==> src/rtl/hicore_alu_issue_queue.sv <==
// hicore_alu_issue_queue
//   Collapsing issue queue for ALU/LUI/AUIPC micro-ops. Entry 0 is the
//   oldest entry. Operands are captured by snooping the two ROB writeback
//   buses by producer tag. A branch kill marks younger entries so they
//   issue as cancelled ops, and a commit flush empties the queue.
//
// Ports
//   clk, rst             clock, asynchronous active-high reset
//   disp_*               dispatch request (valid/ready) and micro-op fields
//   wb0_*, wb1_*         writeback broadcasts (wb0 wins on a double match)
//   kill_valid/_rob_ptr  kill entries younger than kill_rob_ptr
//   rob_head             oldest ROB pointer, reference point for age compare
//   flush                commit flush
//   i_issue2alu_*        valid/ready/cancel handshake toward the ALU
//   alu_*, *_op          fields of the selected entry (0 when none selected)
//   alu_info             {rob_ptr, wb_info} of the selected entry
module hicore_alu_issue_queue #(
  parameter int DEPTH     = 4,
  parameter int XLEN      = 32,
  parameter int ROB_PTR_W = 4,
  parameter int WB_W      = 8
) (
  input  logic                      clk,
  input  logic                      rst,
  input  logic                      disp_valid,
  output logic                      disp_ready,
  input  logic [XLEN-1:0]           disp_src1,
  input  logic [XLEN-1:0]           disp_src2,
  input  logic                      disp_src1_rdy,
  input  logic                      disp_src2_rdy,
  input  logic [ROB_PTR_W-1:0]      disp_src1_tag,
  input  logic [ROB_PTR_W-1:0]      disp_src2_tag,
  input  logic [2:0]                disp_msg,
  input  logic                      disp_dir,
  input  logic                      disp_auipc,
  input  logic                      disp_lui,
  input  logic                      disp_alu,
  input  logic [ROB_PTR_W-1:0]      disp_rob_ptr,
  input  logic [WB_W-1:0]           disp_wb_info,
  input  logic                      wb0_wen,
  input  logic                      wb1_wen,
  input  logic [ROB_PTR_W-1:0]      wb0_ptr,
  input  logic [ROB_PTR_W-1:0]      wb1_ptr,
  input  logic [XLEN-1:0]           wb0_data,
  input  logic [XLEN-1:0]           wb1_data,
  input  logic                      kill_valid,
  input  logic [ROB_PTR_W-1:0]      kill_rob_ptr,
  input  logic [ROB_PTR_W-1:0]      rob_head,
  input  logic                      flush,
  output logic                      i_issue2alu_valid,
  input  logic                      i_issue2alu_ready,
  output logic                      i_issue2alu_cancel,
  output logic [XLEN-1:0]           alu_src1,
  output logic [XLEN-1:0]           alu_src2,
  output logic [2:0]                alu_msg,
  output logic                      alu_dir,
  output logic                      auipc_op,
  output logic                      lui_op,
  output logic                      alu_op,
  output logic [ROB_PTR_W+WB_W-1:0] alu_info
);

  localparam int CNT_W = $clog2(DEPTH + 1);
  localparam int IDX_W = (DEPTH > 1) ? $clog2(DEPTH) : 1;

  typedef struct packed {
    logic                 valid;
    logic [XLEN-1:0]      src1;
    logic                 src1_rdy;
    logic [ROB_PTR_W-1:0] src1_tag;
    logic [XLEN-1:0]      src2;
    logic                 src2_rdy;
    logic [ROB_PTR_W-1:0] src2_tag;
    logic [2:0]           msg;
    logic                 dir;
    logic                 auipc;
    logic                 lui;
    logic                 alu;
    logic [ROB_PTR_W-1:0] rob_ptr;
    logic [WB_W-1:0]      wb_info;
    logic                 killed;
  } entry_t;

  entry_t           q     [DEPTH];
  entry_t           nxt   [DEPTH];
  // Slots 0..DEPTH-1 mirror the queue, slot DEPTH is the incoming dispatch.
  entry_t           woke  [DEPTH+1];
  entry_t           disp_e;
  entry_t           sel_e;
  logic [CNT_W-1:0] count;
  logic [CNT_W-1:0] cnt_nxt;
  logic [IDX_W-1:0] sel_idx;
  logic [IDX_W-1:0] wr_idx;
  logic             sel_found;
  logic             issue_fire;
  logic             enq_fire;

  // Age relative to rob_head so the compare survives pointer wrap.
  function automatic logic younger(input logic [ROB_PTR_W-1:0] ptr,
                                   input logic [ROB_PTR_W-1:0] head,
                                   input logic [ROB_PTR_W-1:0] kptr);
    logic [ROB_PTR_W-1:0] a;
    logic [ROB_PTR_W-1:0] b;
    a = ptr - head;
    b = kptr - head;
    return a > b;
  endfunction

  always_comb begin
    disp_e          = '0;
    disp_e.valid    = 1'b1;
    disp_e.src1     = disp_src1;
    disp_e.src1_rdy = disp_src1_rdy;
    disp_e.src1_tag = disp_src1_tag;
    disp_e.src2     = disp_src2;
    disp_e.src2_rdy = disp_src2_rdy;
    disp_e.src2_tag = disp_src2_tag;
    disp_e.msg      = disp_msg;
    disp_e.dir      = disp_dir;
    disp_e.auipc    = disp_auipc;
    disp_e.lui      = disp_lui;
    disp_e.alu      = disp_alu;
    disp_e.rob_ptr  = disp_rob_ptr;
    disp_e.wb_info  = disp_wb_info;
  end

  // Wakeup and kill applied to every stored entry and to the dispatch entry.
  always_comb begin
    for (int unsigned i = 0; i < DEPTH; i++) begin
      woke[i] = q[i];
    end
    woke[DEPTH] = disp_e;
    for (int unsigned i = 0; i <= DEPTH; i++) begin
      if (!woke[i].src1_rdy) begin
        if (wb0_wen && wb0_ptr == woke[i].src1_tag) begin
          woke[i].src1     = wb0_data;
          woke[i].src1_rdy = 1'b1;
        end else if (wb1_wen && wb1_ptr == woke[i].src1_tag) begin
          woke[i].src1     = wb1_data;
          woke[i].src1_rdy = 1'b1;
        end
      end
      if (!woke[i].src2_rdy) begin
        if (wb0_wen && wb0_ptr == woke[i].src2_tag) begin
          woke[i].src2     = wb0_data;
          woke[i].src2_rdy = 1'b1;
        end else if (wb1_wen && wb1_ptr == woke[i].src2_tag) begin
          woke[i].src2     = wb1_data;
          woke[i].src2_rdy = 1'b1;
        end
      end
      if (kill_valid && woke[i].valid &&
          younger(woke[i].rob_ptr, rob_head, kill_rob_ptr)) begin
        woke[i].killed = 1'b1;
      end
    end
  end

  // Oldest-first select from registered state only.
  always_comb begin
    sel_found = 1'b0;
    sel_idx   = '0;
    for (int unsigned i = 0; i < DEPTH; i++) begin
      if (!sel_found && q[i].valid &&
          ((q[i].src1_rdy && q[i].src2_rdy) || q[i].killed)) begin
        sel_found = 1'b1;
        sel_idx   = IDX_W'(i);
      end
    end
    sel_e = sel_found ? q[sel_idx] : '0;
  end

  assign i_issue2alu_valid  = sel_found & ~flush;
  assign i_issue2alu_cancel = sel_e.killed;
  assign alu_src1           = sel_e.src1;
  assign alu_src2           = sel_e.src2;
  assign alu_msg            = sel_e.msg;
  assign alu_dir            = sel_e.dir;
  assign auipc_op           = sel_e.auipc;
  assign lui_op             = sel_e.lui;
  assign alu_op             = sel_e.alu;
  assign alu_info           = {sel_e.rob_ptr, sel_e.wb_info};

  assign disp_ready = (count < CNT_W'(DEPTH));
  assign issue_fire = i_issue2alu_valid & i_issue2alu_ready;
  assign enq_fire   = disp_valid & disp_ready & ~flush;
  assign wr_idx     = issue_fire ? IDX_W'(count - CNT_W'(1)) : IDX_W'(count);

  always_comb begin
    for (int unsigned i = 0; i < DEPTH; i++) begin
      nxt[i] = woke[i];
    end
    // Collapse: everything above the issued slot moves down by one.
    if (issue_fire) begin
      for (int unsigned i = 0; i < DEPTH - 1; i++) begin
        if (IDX_W'(i) >= sel_idx) begin
          nxt[i] = woke[i+1];
        end
      end
      nxt[DEPTH-1] = '0;
    end
    if (enq_fire) begin
      nxt[wr_idx] = woke[DEPTH];
    end
    if (flush) begin
      for (int unsigned i = 0; i < DEPTH; i++) begin
        nxt[i].valid = 1'b0;
      end
    end

    case ({enq_fire, issue_fire})
      2'b10:   cnt_nxt = count + CNT_W'(1);
      2'b01:   cnt_nxt = count - CNT_W'(1);
      default: cnt_nxt = count;
    endcase
    if (flush) begin
      cnt_nxt = '0;
    end
  end

  always_ff @(posedge clk or posedge rst) begin
    if (rst) begin
      count <= '0;
      for (int unsigned i = 0; i < DEPTH; i++) begin
        q[i] <= '0;
      end
    end else begin
      count <= cnt_nxt;
      for (int unsigned i = 0; i < DEPTH; i++) begin
        q[i] <= nxt[i];
      end
    end
  end

endmodule
==> config.mk <==
export PLATFORM = sky130hd
export DESIGN_NAME = hicore_alu_issue_queue
export DESIGN_NICKNAME = d
export VERILOG_FILES = /design/src/rtl/hicore_alu_issue_queue.sv
export SDC_FILE = /design/constraint.sdc
export NUM_CORES = 2
export LEC_CHECK = 0
export CORE_AREA = 2 2 309 311
export DETAILED_ROUTE_END_ITERATION = 8
export DIE_AREA = 0 0 311 313
export GPL_ROUTABILITY_DRIVEN = 1
export PLACE_DENSITY = 0.57
export REMOVE_ABC_BUFFERS = 1
export SKIP_LAST_GASP = 1
export SLEW_MARGIN = 5
export SYNTH_ARGS = -nofsm -noshare
export SYNTH_HDL_FRONTEND = slang
export SYNTH_SLANG_ARGS = --single-unit
==> constraint.sdc <==
create_clock -name clk -period 13.95 [get_ports clk]
set_input_delay 1.395 -clock clk [delete_from_list [all_inputs] [get_ports clk]]
set_output_delay 1.395 -clock clk [all_outputs]
set_load 0.05 [all_outputs]
**Yosys cells after proc, flatten, opt, wreduce, memory -nomap -nowiden**

Index checks and enable logic that the tools add are counted.

- Add/sub/neg operators: 8
- Magnitude comparators: 12
- Equal/unequal tests: 22
- Muxes and demuxes: 61
- Bitwise operators: 7
- Reductions and logical operators: 49

Operator list:

| cell | count |
|---|---|
| 2-to-1 mux 33 bit | 30 |
| 2-to-1 mux 380 bit | 2 |
| bitwise mux 380 bit | 1 |
| 2-to-1 mux 95 bit | 4 |
| 2-to-1 mux 94 bit | 3 |
| binary-select mux 95 bit (select 2 bit) | 1 |
| demux 95 bit (select 2 bit) | 1 |
| equality test 4 bit | 20 |
| logical AND 1 bit | 41 |
| subtractor 4 bit | 6 |
| greater-than comparator 4 bit | 5 |
| 2-to-1 mux 1 bit | 14 |
| greater-or-equal comparator 3 bit, second input constant | 2 |
| 2-to-1 mux 2 bit | 3 |
| NOT 2 -> 3 bit | 2 |
| one-hot mux 3 bit (2 select lines) | 1 |
| bitwise AND 1 bit | 4 |
| greater-or-equal comparator 1 x 2 -> 1 bit, first input constant | 2 |
| logical OR 1 bit | 4 |
| adder 3 x 1 -> 3 bit, second input constant | 1 |
| logical NOT 1 bit | 3 |
| < comparator 3 x 1 -> 1 bit, second input constant | 1 |
| < comparator 3 bit, second input constant | 1 |
| 2-to-1 mux 3 bit | 1 |
| other kinds (6) | 6 |

- Register bits: 383
- Input bits: 181
- Output and inout port bits: 86
- Word-level logic and storage cells: 220

**Depth between registers and ports, before layout**

- Word-level depth: 27
- Mapped depth: 13
- Mapped depth without buffers: 12

**Worst setup path after synthesis**

No wires, ideal clock.

- Path type: reg2out
- Start: register q[251] (netlist name)
- End: output alu_info[8]
- Data arrival time: 2,553 ps
- Required time: 12,555 ps
- Path slack: 10,002 ps
- Cell stages (with the launch flop): 10
- Path through: dfrtp_1 a21o_1 and2_1 clkbuf_1 o21ai_0 buf_2 buf_2 mux2i_1 a221oi_1 a21oi_1

- Longest elaborated chain between the ends: 17
- Elaborated cells between the ends (all ways): 20
- Those cells by class: 10 x mux; 1 x bitwise; 9 x reduce/logical

RTL lines:

| element | RTL line | text |
|---|---|---|
| from (decl) | 84 | `entry_t q [DEPTH];` |
| from (signal, indexed assignment) | 230 | `q[i] <= nxt[i];` |
| logical AND 1 bit * | 165 | `((q[i].src1_rdy && q[i].src2_rdy) \|\| q[i].killed)) begin` |
| logical OR 1 bit * | 165 |  |
| logical AND 1 bit * | 164 | `if (!sel_found && q[i].valid &&` |
| 2-to-1 mux 1 bit | 164 |  |
| logical NOT 1 bit | 164 |  |
| logical AND 1 bit (2 in series) | 164 |  |
| 2-to-1 mux 1 bit | 164 |  |
| logical NOT 1 bit | 164 |  |
| logical AND 1 bit (2 in series) | 164 |  |
| 2-to-1 mux 2 bit | 164 |  |
| NOT 2 -> 3 bit (implied by the code) | 170 | `sel_e = sel_found ? q[sel_idx] : '0;` |
| binary-select mux 95 bit (select 2 bit) | 170 |  |
| 2-to-1 mux 94 bit (implied by the code) (2 in series) | 170 |  |
| 2-to-1 mux 94 bit * | 170 |  |
| to (decl) | 60 | `output logic [ROB_PTR_W+WB_W-1:0] alu_info` |

Mark *: on every way between the ends. The rest lies on a longest branch, timed or not. The select of a mux whose other input is x is not followed.

**Worst setup path in the final report**

- Start: register q[309] (netlist name)
- End: output alu_src2[6]

- Longest elaborated chain between the ends: 21
- Elaborated cells between the ends (all ways): 24
- Those cells by class: 11 x mux; 1 x bitwise; 12 x reduce/logical

RTL lines:

| element | RTL line | text |
|---|---|---|
| logical AND 1 bit * | 165 |  |
| logical OR 1 bit * | 165 |  |
| logical AND 1 bit * | 164 |  |
| 2-to-1 mux 1 bit * | 164 |  |
| logical NOT 1 bit | 164 |  |
| logical AND 1 bit (2 in series) | 164 |  |
| 2-to-1 mux 1 bit | 164 |  |
| logical NOT 1 bit | 164 |  |
| logical AND 1 bit (2 in series) | 164 |  |
| 2-to-1 mux 1 bit | 164 |  |
| logical NOT 1 bit | 164 |  |
| logical AND 1 bit (2 in series) | 164 |  |
| 2-to-1 mux 2 bit | 164 |  |
| NOT 2 -> 3 bit (implied by the code) | 170 |  |
| binary-select mux 95 bit (select 2 bit) | 170 |  |
| 2-to-1 mux 94 bit (implied by the code) (2 in series) | 170 |  |
| 2-to-1 mux 94 bit * | 170 |  |
| to (decl) | 54 | `output logic [XLEN-1:0] alu_src2,` |

Marks and branches as above.

==> summary.md <==
| Metric | Value |
|---|---|
| Status | `completed` |
| R2R Path Start | `q[309]$_DFF_PP0_` |
| CP Launch Point | `q[309]$_DFF_PP0_` |
| Asr flop ratio synth | `100%` |
| Max Root-Sink Buffers | `3` |
| Number of global-route vias before repair | `28900` |
| Drt initial violations | `between 4000 and 5000` |
| Leakage | `0.0132 uW` |
| Cell Area, Placed | `31400 sq um` |
| Clock Latency Late Sink | `0.61 ns` |
| Core area | `94200 sq um` |
| Most frequent CP cell | `buf_4` |
| Final min period | `between 6 and 7 ns` |
| Crit path cell chain | `a21o_1, nand2_4, o21ai_4, buf_4, buf_4, mux2_2, a221oi_1, nor2_1, clkdlybuf4s50_1` |
| Via count | `~30000` |
| DRC violations left | `0` |
| Worst slew pin tran | `1.35 ns` |
| DR vias/cell | `~6.5` |
| M3 GR Usage | `6.37%` |
| TritonCTS buffer count | `48` |
| Busiest grt layer | `met2` |
| Final Cell Area | `33000 sq um` |
| Seq/Total Area, Yosys | `34.3%` |
| Pins Over Slew Limit | `0` |
| ANT nets after route | `0` |
| Setup_tns | `0 ns` |
| HPWL after DPL | `80300 um` |
| Area grow syn2layout | `18.0%` |
| Synth warn | `0` |
| TritonCTS clock tree | `built` |
| Worst Hold End | `q[302]$_DFF_PP0_` |
| Syn_area_per_cell | `8.43 sq um` |
| Seq cells post-synth | `383` |
| VDD IR-drop max | `0.0915 mV` |
| WS Path Type | `reg -> out` |
| First-pass GRT wire length | `201000 um` |
| Required @ worst endpoint | `12.56 ns` |
| Startpoint types | `register` |
| Post-synthesis cell type count | `72` |
| CP max stage delay | `0.89 ns` |
| Worst R2R End | `q[264]$_DFF_PP0_` |
| Global placement routability congestion | `around 0.86` |
| Root Buffer | `clkbuf_16` |
| Final setup violating endpoints | `0` |
| # rows | `113` |
| Crit path max fanout | `54` |
| PostCTS Resize Cnt | `0` |
| Clock skew | `0.0234 ns` |
| MaxCap Viol Count | `0` |
| Final Hold Viols | `0` |
| Wirelength per Cell | `29.9 um` |
| Die footprint | `97300 sq um` |
| Wirelength, routed | `137000 um` |
| Hold path depth | `2` |
| Top_reg_cell synth | `dfrtp_1` |
| Largest net degree at the start of global routing | `88` |
| Die Y | `313 um` |
| Setup slack, reg-to-reg | `8.86 ns` |
| Cell area after synthesis | `27900 sq um` |
| Die Wd | `311 um` |
| Classification of the worst-slack hold path | `reg -> reg` |
| Routing usage on met1 | `36.5%` |
| Unrepaired setup endpoints after global routing | `false` |
| Hold_buf cts | `0` |
| Grt ovf | `0` |
| Setup Buffers After CTS | `0` |
| H-tree lvl count | `2` |
| Hold_sp | `q[302]$_DFF_PP0_` |
| First-pass DRT Iterations | `6` |
| EDFF count, synth | `0` |
| Final period util | `47.9%` |
| Initial antenna violation count | `9` |
| Max-Slew Margin vs Limit | `9.78%` |
| PwrDens | `186 nW/um^2` |
| Nets | `3514` |
| Global-route met2 utilization | `42.0%` |
| Slowest CP cell | `clkdlybuf4s50_1` |
| Fmax | `0.150 GHz` |
| FF-to-FF path depth | `8` |
| Initial core utilization | `29.7%` |
| Syn Inst Count | `around 3300` |
| Clock tree sinks | `383` |
| IO Pins | `267` |
| Worst setup EP type | `primary output` |
| Clock transition at path regs | `approximately 0.06 ns` |
| Layout cell share with drive strength beyond 1 | `8.81%` |
| Number of port buffers | `266` |
| CP arrival | `5.29 ns` |
| GRT Total Usage | `a little over a quarter` |
==> layout by cell type (no fill, tap or decap), drive strengths merged, types with 7 or more instances in the layout <==
cell type	n
and2	48
a31oi	86
xnor2	57
o221ai	49
clkdlybuf4s50	264
clkbuf	71
nor2b	9
a221o	64
o31ai	107
xor2	33
a221oi	116
ha	35
a22oi	34
a2111oi	13
a21oi	61
nor3	43
nand2b	22
inv	96
buf	83
nand3	44
o31a	16
a211oi	86
mux2	83
dfrtp	383
a21o	42
nand4	34
mux2i	38
nand2	252
and3	82
nor2	334
o21ai	99
nor4	9
o21a	18
o22a	64
a32o	86
o22ai	255
clkinv	11
o32ai	32
o2111ai	7
==> flip-flops by register name, indices dropped and copies added, names as in the netlist <==
register  flops
q           380
count         3
==> cells by family (layout without fill, tap and decap cells) <==
group	Yosys count	in the layout	share of synthesized area, %
simple gates	896	896	14.6
other cells	0	4	0
compound gates	1268	1268	34.2
fa+ha+maj	41	41	2.00
mux	121	121	4.73
xor+xnor	90	90	2.82
flops	383	383	34.3
buf+inv	516	527	7.35
==> worst max-delay path by stage <==
| stage | endpoint | cells past startpoint | slack [ns] |
|---|---|---|---|
| after global placement | q[259]$_DFF_PP0_ | 8 | 7.81 |
| after global routing | alu_src2[6] | 9 | 7.07 |
| after CTS | alu_src2[25] | 9 | 7.28 |
| after floorplan | count[0]$_DFFE_PP0P_ | 1 | 1.91 |
| after detailed placement | q[264]$_DFF_PP0_ | 8 | 7.70 |
| final | alu_src2[6] | 9 | 7.26 |
==> critical path: cells and delay by family (launching register included) <==
family	cells	cell delay, ns
compound gates	3	0.77
buf+inv	3	2.25
flops	1	0.50
mux	1	0.27
simple gates	2	0.87
==> area by class of cell <==
type                            count  area [sq um]
Antenna cell                        4          10.0
Clock buffer                       71          1430
Clock inverter                     13           119
Fill cell                        9811         61200
Inverter                           96           368
Multi-Input combinational cell   2416         16600
Sequential cell                   383          9580
Tap cell                         1265          1580
Timing Repair Buffer              347          3260
==> cell usage after synthesis (41+ instances only) <==
cell type / n / area (sq um)
xnor2_1: 57 / 499
a21oi_1: 61 / 305
o22ai_1: 255 / 1600
clkbuf_1: 320 / 1200
and2_1: 48 / 300
nor3_1: 41 / 205
nand3_1: 44 / 220
a211oi_1: 86 / 646
o221ai_1: 49 / 429
inv_1: 94 / 353
dfrtp_1: 383 / 9580
a221oi_1: 116 / 1020
nor2_1: 333 / 1250
a221o_1: 64 / 641
buf_2: 81 / 405
a31oi_1: 86 / 538
mux2_2: 83 / 935
a32o_1: 86 / 861
a21o_1: 42 / 315
o31ai_1: 106 / 796
nand2_1: 252 / 946
o21ai_0: 71 / 355
o22a_1: 64 / 561
and3_1: 82 / 513
==> routing by layer <==
layer,share of wire [%],vias up
met4,4.3,8
met5,0.037,-
met3,11,396
li1,-,12700
met2,44,2071
met1,41,14600
==> stage by stage <==
stage	total power, uW	utilization [%]	setup WS (ns)	std cells	hold slack, ns
after floorplan	3860	-	1.91	2895	0.517
after global placement	4770	33.4	7.81	4507	0.529
after detailed placement	4790	33.4	7.70	4507	0.536
after CTS	6090	35.0	7.28	4591	0.544
after global routing	6470	35.0	7.07	4594	0.561
final	6150	35.0	7.26	4595	0.540
==> power breakdown <==
part	switching [uW]	internal [uW]	total (uW)
logic	1650	1130	2780
clock network	544	741	1280
registers	442	1640	2080
Power figures use the tool's default switching activity.
